File: config.mk
export PLATFORM = sky130hd
export DESIGN_NAME = fp_op_sched
export DESIGN_NICKNAME = d
export VERILOG_FILES = /design/src/rtl/fp_sched_pkg.sv /design/src/rtl/fp_sched_arb2.sv /design/src/rtl/fp_op_sched.sv
export SDC_FILE = /design/constraint.sdc
export NUM_CORES = 1
export LEC_CHECK = 0
export BUFFER_PORTS_ARGS = -buffer_cell sky130_fd_sc_hd__buf_2
export CORE_MARGIN = 8
export CORE_UTILIZATION = 37
export DETAILED_ROUTE_END_ITERATION = 10
export PLACE_DENSITY = 0.7
export SETUP_SLACK_MARGIN = 0.4
export SYNTH_ARGS = -nofsm -noshare
export SYNTH_HDL_FRONTEND = slang
export SYNTH_HIERARCHICAL = 1
export SYNTH_SLANG_ARGS = --single-unit
File: constraint.sdc
create_clock -name clk -period 3.4 [get_ports clk]
set_input_delay 0.68 -clock clk [delete_from_list [all_inputs] [get_ports clk]]
set_output_delay 0.68 -clock clk [all_outputs]
set_load 0.01 [all_outputs]
File: src/rtl/fp_sched_pkg.sv
// Shared constants, state encoding and settle-count helper for the FP operation scheduler.
package fp_sched_pkg;

  localparam int         CNT_W           = 4;
  localparam logic [3:0] FUNCT_FADD_CODE = 4'b0000;
  localparam logic [1:0] OP_FP           = 2'b11;

  typedef enum logic [1:0] {
    ST_IDLE   = 2'd0,
    ST_SETTLE = 2'd1,
    ST_RESP   = 2'd2
  } state_e;

  // Any code other than the add code settles for the multiply window.
  function automatic logic [CNT_W-1:0] settle_load(input logic [3:0] code,
                                                   input int add_c,
                                                   input int mul_c);
    if (code == FUNCT_FADD_CODE) return CNT_W'(add_c - 1);
    else                         return CNT_W'(mul_c - 1);
  endfunction

endpackage

File: src/rtl/fp_sched_arb2.sv
// Two-way grant logic. FP_SCHED_RR_ARB_EN selects round-robin, otherwise fixed priority to requester 0.
module fp_sched_arb2 (
  input  logic [1:0] req_valid,
  input  logic       last,
  output logic [1:0] grant
);

`ifdef FP_SCHED_RR_ARB_EN
  // NOTE: every always_comb output gets a default first so no latch is inferred.
  always_comb begin
    grant = 2'b00;
    if (req_valid == 2'b11) grant = last ? 2'b01 : 2'b10;
    else                    grant = req_valid;
  end
`else
  logic unused_last;
  assign unused_last = last;

  always_comb begin
    grant = 2'b00;
    if      (req_valid[0]) grant = 2'b01;
    else if (req_valid[1]) grant = 2'b10;
  end
`endif

endmodule

File: src/rtl/fp_op_sched.sv
// Shares the combinational FP add/multiply path between two requesters over a multicycle settle window.
// Optional macro FP_SCHED_RR_ARB_EN enables round-robin arbitration (default: fixed priority).
module fp_op_sched
  import fp_sched_pkg::*;
#(
  parameter int ADD_CYCLES = 2,
  parameter int MUL_CYCLES = 3
) (
  input  logic        clk,
  input  logic        reset,
  input  logic [1:0]  req_valid,
  output logic [1:0]  req_ready,
  input  logic [31:0] req0_a,
  input  logic [31:0] req0_b,
  input  logic [31:0] req1_a,
  input  logic [31:0] req1_b,
  input  logic [5:0]  req0_funct,
  input  logic [5:0]  req1_funct,
  output logic [31:0] fpu_a,
  output logic [31:0] fpu_b,
  output logic [5:0]  fpu_funct,
  input  logic [31:0] fpu_result,
  input  logic [3:0]  fpu_flags,
  output logic [1:0]  rsp_valid,
  output logic [31:0] rsp_result,
  output logic [3:0]  rsp_flags,
  input  logic [1:0]  rsp_ready,
  output logic        busy
);

  state_e           state_q, state_d;
  logic [CNT_W-1:0] cnt_q, cnt_d;
  logic             owner_q, owner_d;
  logic [31:0]      fpu_a_q, fpu_a_d;
  logic [31:0]      fpu_b_q, fpu_b_d;
  logic [5:0]       fpu_funct_q, fpu_funct_d;
  logic [31:0]      rsp_result_q, rsp_result_d;
  logic [3:0]       rsp_flags_q, rsp_flags_d;
  logic             last;
  logic [1:0]       grant;
  logic             accept;
  logic [31:0]      sel_a, sel_b;
  logic [5:0]       sel_funct;

`ifdef FP_SCHED_RR_ARB_EN
  logic last_q, last_d;
  assign last = last_q;
`else
  assign last = 1'b1;
`endif

  fp_sched_arb2 u_arb (
    .req_valid (req_valid),
    .last      (last),
    .grant     (grant)
  );

  assign req_ready = (state_q == ST_IDLE) ? grant : 2'b00;
  assign accept    = |(req_valid & req_ready);
  assign sel_a     = grant[1] ? req1_a     : req0_a;
  assign sel_b     = grant[1] ? req1_b     : req0_b;
  assign sel_funct = grant[1] ? req1_funct : req0_funct;

  always_comb begin
    state_d      = state_q;
    cnt_d        = cnt_q;
    owner_d      = owner_q;
    fpu_a_d      = fpu_a_q;
    fpu_b_d      = fpu_b_q;
    fpu_funct_d  = fpu_funct_q;
    rsp_result_d = rsp_result_q;
    rsp_flags_d  = rsp_flags_q;
`ifdef FP_SCHED_RR_ARB_EN
    last_d       = last_q;
`endif
    case (state_q)
      ST_IDLE: begin
        if (accept) begin
          fpu_a_d     = sel_a;
          fpu_b_d     = sel_b;
          fpu_funct_d = sel_funct;
          owner_d     = grant[1];
          cnt_d       = settle_load(sel_funct[4:1], ADD_CYCLES, MUL_CYCLES);
          state_d     = ST_SETTLE;
        end
      end
      ST_SETTLE: begin
        if (cnt_q == '0) begin
          rsp_result_d = fpu_result;
          rsp_flags_d  = fpu_flags;
          state_d      = ST_RESP;
        end else begin
          cnt_d = cnt_q - 1'b1;
        end
      end
      ST_RESP: begin
        // The non-owner's rsp_ready never completes the response.
        if (rsp_ready[owner_q]) begin
          state_d = ST_IDLE;
`ifdef FP_SCHED_RR_ARB_EN
          last_d  = owner_q;
`endif
        end
      end
      default: state_d = ST_IDLE;
    endcase
  end

  // NOTE: state registers use non-blocking assignments so every flop samples pre-edge values.
  always_ff @(posedge clk or negedge reset) begin
    if (!reset) begin
      state_q      <= ST_IDLE;
      cnt_q        <= '0;
      owner_q      <= 1'b0;
      fpu_a_q      <= '0;
      fpu_b_q      <= '0;
      fpu_funct_q  <= '0;
      rsp_result_q <= '0;
      rsp_flags_q  <= '0;
`ifdef FP_SCHED_RR_ARB_EN
      last_q       <= 1'b1;
`endif
    end else begin
      state_q      <= state_d;
      cnt_q        <= cnt_d;
      owner_q      <= owner_d;
      fpu_a_q      <= fpu_a_d;
      fpu_b_q      <= fpu_b_d;
      fpu_funct_q  <= fpu_funct_d;
      rsp_result_q <= rsp_result_d;
      rsp_flags_q  <= rsp_flags_d;
`ifdef FP_SCHED_RR_ARB_EN
      last_q       <= last_d;
`endif
    end
  end

  assign fpu_a      = fpu_a_q;
  assign fpu_b      = fpu_b_q;
  assign fpu_funct  = fpu_funct_q;
  assign rsp_result = rsp_result_q;
  assign rsp_flags  = rsp_flags_q;
  assign rsp_valid  = (state_q == ST_RESP) ? (owner_q ? 2'b10 : 2'b01) : 2'b00;
  assign busy       = (state_q != ST_IDLE);

endmodule

==> metrics <==
setup TNS 0 ns; post-synth net total 610; first-pass GRT wire length 22.56 mm; DRC 0; dpl cells 871; via count 4248; gr ovfl total 0; Post-CTS Setup Bufs 0; crit end category output port; die area 17380 um^2; critical path arrival 1.44 ns; cell mode on critical path buf_2; fin nets 897; Final Non-Filler Cells 902; total track usage 0.1611; I/O pins 293; crit path max fanout 9; GR Layer Usage met1 0.1571; hold_buf cts 0; crit-path cells buf_2, nor2b_4, inv_1, nor2_1, buf_2; DRT antenna net count 0; crit path kind in -> out; Worst Max-Slew Pin Slew 0.8157 ns; HPWL after DPL 11.48 mm; most common cell after layout, fill and taps aside buf_2; H-tree levels 4; status completed; Power Internal 4.443 mW; Worst Clk Skew 0.007073 ns; clock root buffer clkbuf_16; CTS tree done; max incr delay on CP 0.28 ns; min Tclk post-route 2.122 ns; CP required 2.72 ns; Cells after Synth 427; busiest grt layer met2; CTS Buf Count 17; slowest CP cell nor2b_4; Finished Core Util 0.5463; achievable clock frequency 0.4712 GHz; Placed Area 6564 um^2; PD cells 924.6 nW/um^2; Worst Hold Class in -> async; Synth Cell Area 4964 um^2; met2 usage 0.2918; CP Launch Type input port; GP Congestion 0.8096; I/O Buffers 292; Core ar. 13190 um^2; clock-pin slew on the worst setup and hold paths 0.05 ns; RSZ-0062 raised after global routing false; cell area after layout 7206 um^2; CTS Sinks 113; Power, Total 6.663 mW; P_sw 2.220 mW; final hold violations 0; max-slew violations 0; Synth-to-Final Area Change 45.17%; initial antenna violation count 0; Combinational Power Share 0.359; antenna diode count 0; post-cts resize count 0; Post-Syn Area per Cell 11.62 um^2; switching share of power 0.3332; Reg power frac 0.356; most frequent cells in the layout buf_2, dfrtp_1, nor2_1, mux2i_1, a21oi_1; maximum vdd drop 0.5270 mV; pin count of the biggest net entering global routing 95; Multi-input gate area 1969 um^2; CTS Buffer Depth 2; routed vias/inst 4.710; Leak Pwr 3.503 nW; # rows 42; Die Ht 131.8 um; Max-Cap Viols 0; detailed-route wire length per cell 15.85 um; Tcrit/Tclk final 0.6242; Initial Utilization 0.3763; share of cells above drive strength 1 0.5069; vias in the first global route 4591; relative slew slack 0.4543; WL final 14.29 mm; # setup viols final 0; First DRT Iteration DRCs 138; first-pass iteration count of the detailed router 4; FF+latch area 2828 um^2; met3 GRT Util 0.07012; Clk pwr share 0.285; FILL cells 1142; chip width 131.8 um; insertion delay to the later sink of the worst-skew pair 0.40 ns; Yosys warning count 6
==> per-stage QoR <==
| stage | setup WS, ns | hold slack (ns) |
|---|---|---|
| 6_report | 1.278 | 0.3078 |
| 5_1_grt | 1.174 | 0.3502 |
| 4_1_cts | 1.242 | 0.3109 |
| 3_5_place_dp | 1.173 | 0.4865 |
| 3_3_place_gp | 1.277 | 0.4833 |
| 2_1_floorplan | 1.517 | 0.3844 |
==> power groups by stage <==
stage	Combinational (mW)	Sequential (mW)	Clock, mW
6_report	2.39	2.37	1.90
5_1_grt	2.65	2.45	2.00
4_1_cts	2.46	2.38	1.95
3_5_place_dp	2.45	2.39	0
3_3_place_gp	2.37	2.35	0
2_1_floorplan	1.07	2.67	0
==> worst paths after layout <==
path	startpoint	to	slack, ns	cells past startpoint
max	req_valid[0]	req_ready[1]	1.28	5
min	reset	fpu_b[27]$_DFFE_PN0P_	0.31	1
max reg2reg	cnt_q[0]$_DFFE_PN0P_	rsp_result[10]$_DFFE_PN0P_	1.43	5
min reg2reg	rsp_result[13]$_DFFE_PN0P_	rsp_result[13]$_DFFE_PN0P_	0.50	1
max in group asynchronous	reset	fpu_a[10]$_DFFE_PN0P_	2.32	2
min in group clk	rsp_result[13]$_DFFE_PN0P_	rsp_result[13]$_DFFE_PN0P_	0.50	1
==> state kept, by name, summed over array words and instances, names as in the netlist <==
register    count
fpu_funct       6
fpu_b          32
rsp_result     32
state_q         2
owner_q         1
rsp_flags       4
fpu_a          32
cnt_q           4
==> layout make-up <==
cell class | count | share of cell area
flip-flops and latches | 113 | 0.3924
multi-input cells | 282 | 0.2733
repair buffers | 296 | 0.2125
clock buffers | 20 | 0.06338
well taps | 176 | 0.03056
clock inverters | 11 | 0.02570
inverters | 4 | 0.002084
==> worst max-delay path, delay by kind of cell <==
kind | cells | cell delay [ns]
buf+inv | 3 | 0.37
simple gates | 2 | 0.38
==> routing by layer <==
metal / routed length (um) / up-vias
met3: 1301 / 17
li1: - / 2062
met5: 0 / -
met4: 230 / 0
met1: 5375 / 1997
met2: 7386 / 172
Note: power is estimated with default switching activity, not from simulation.
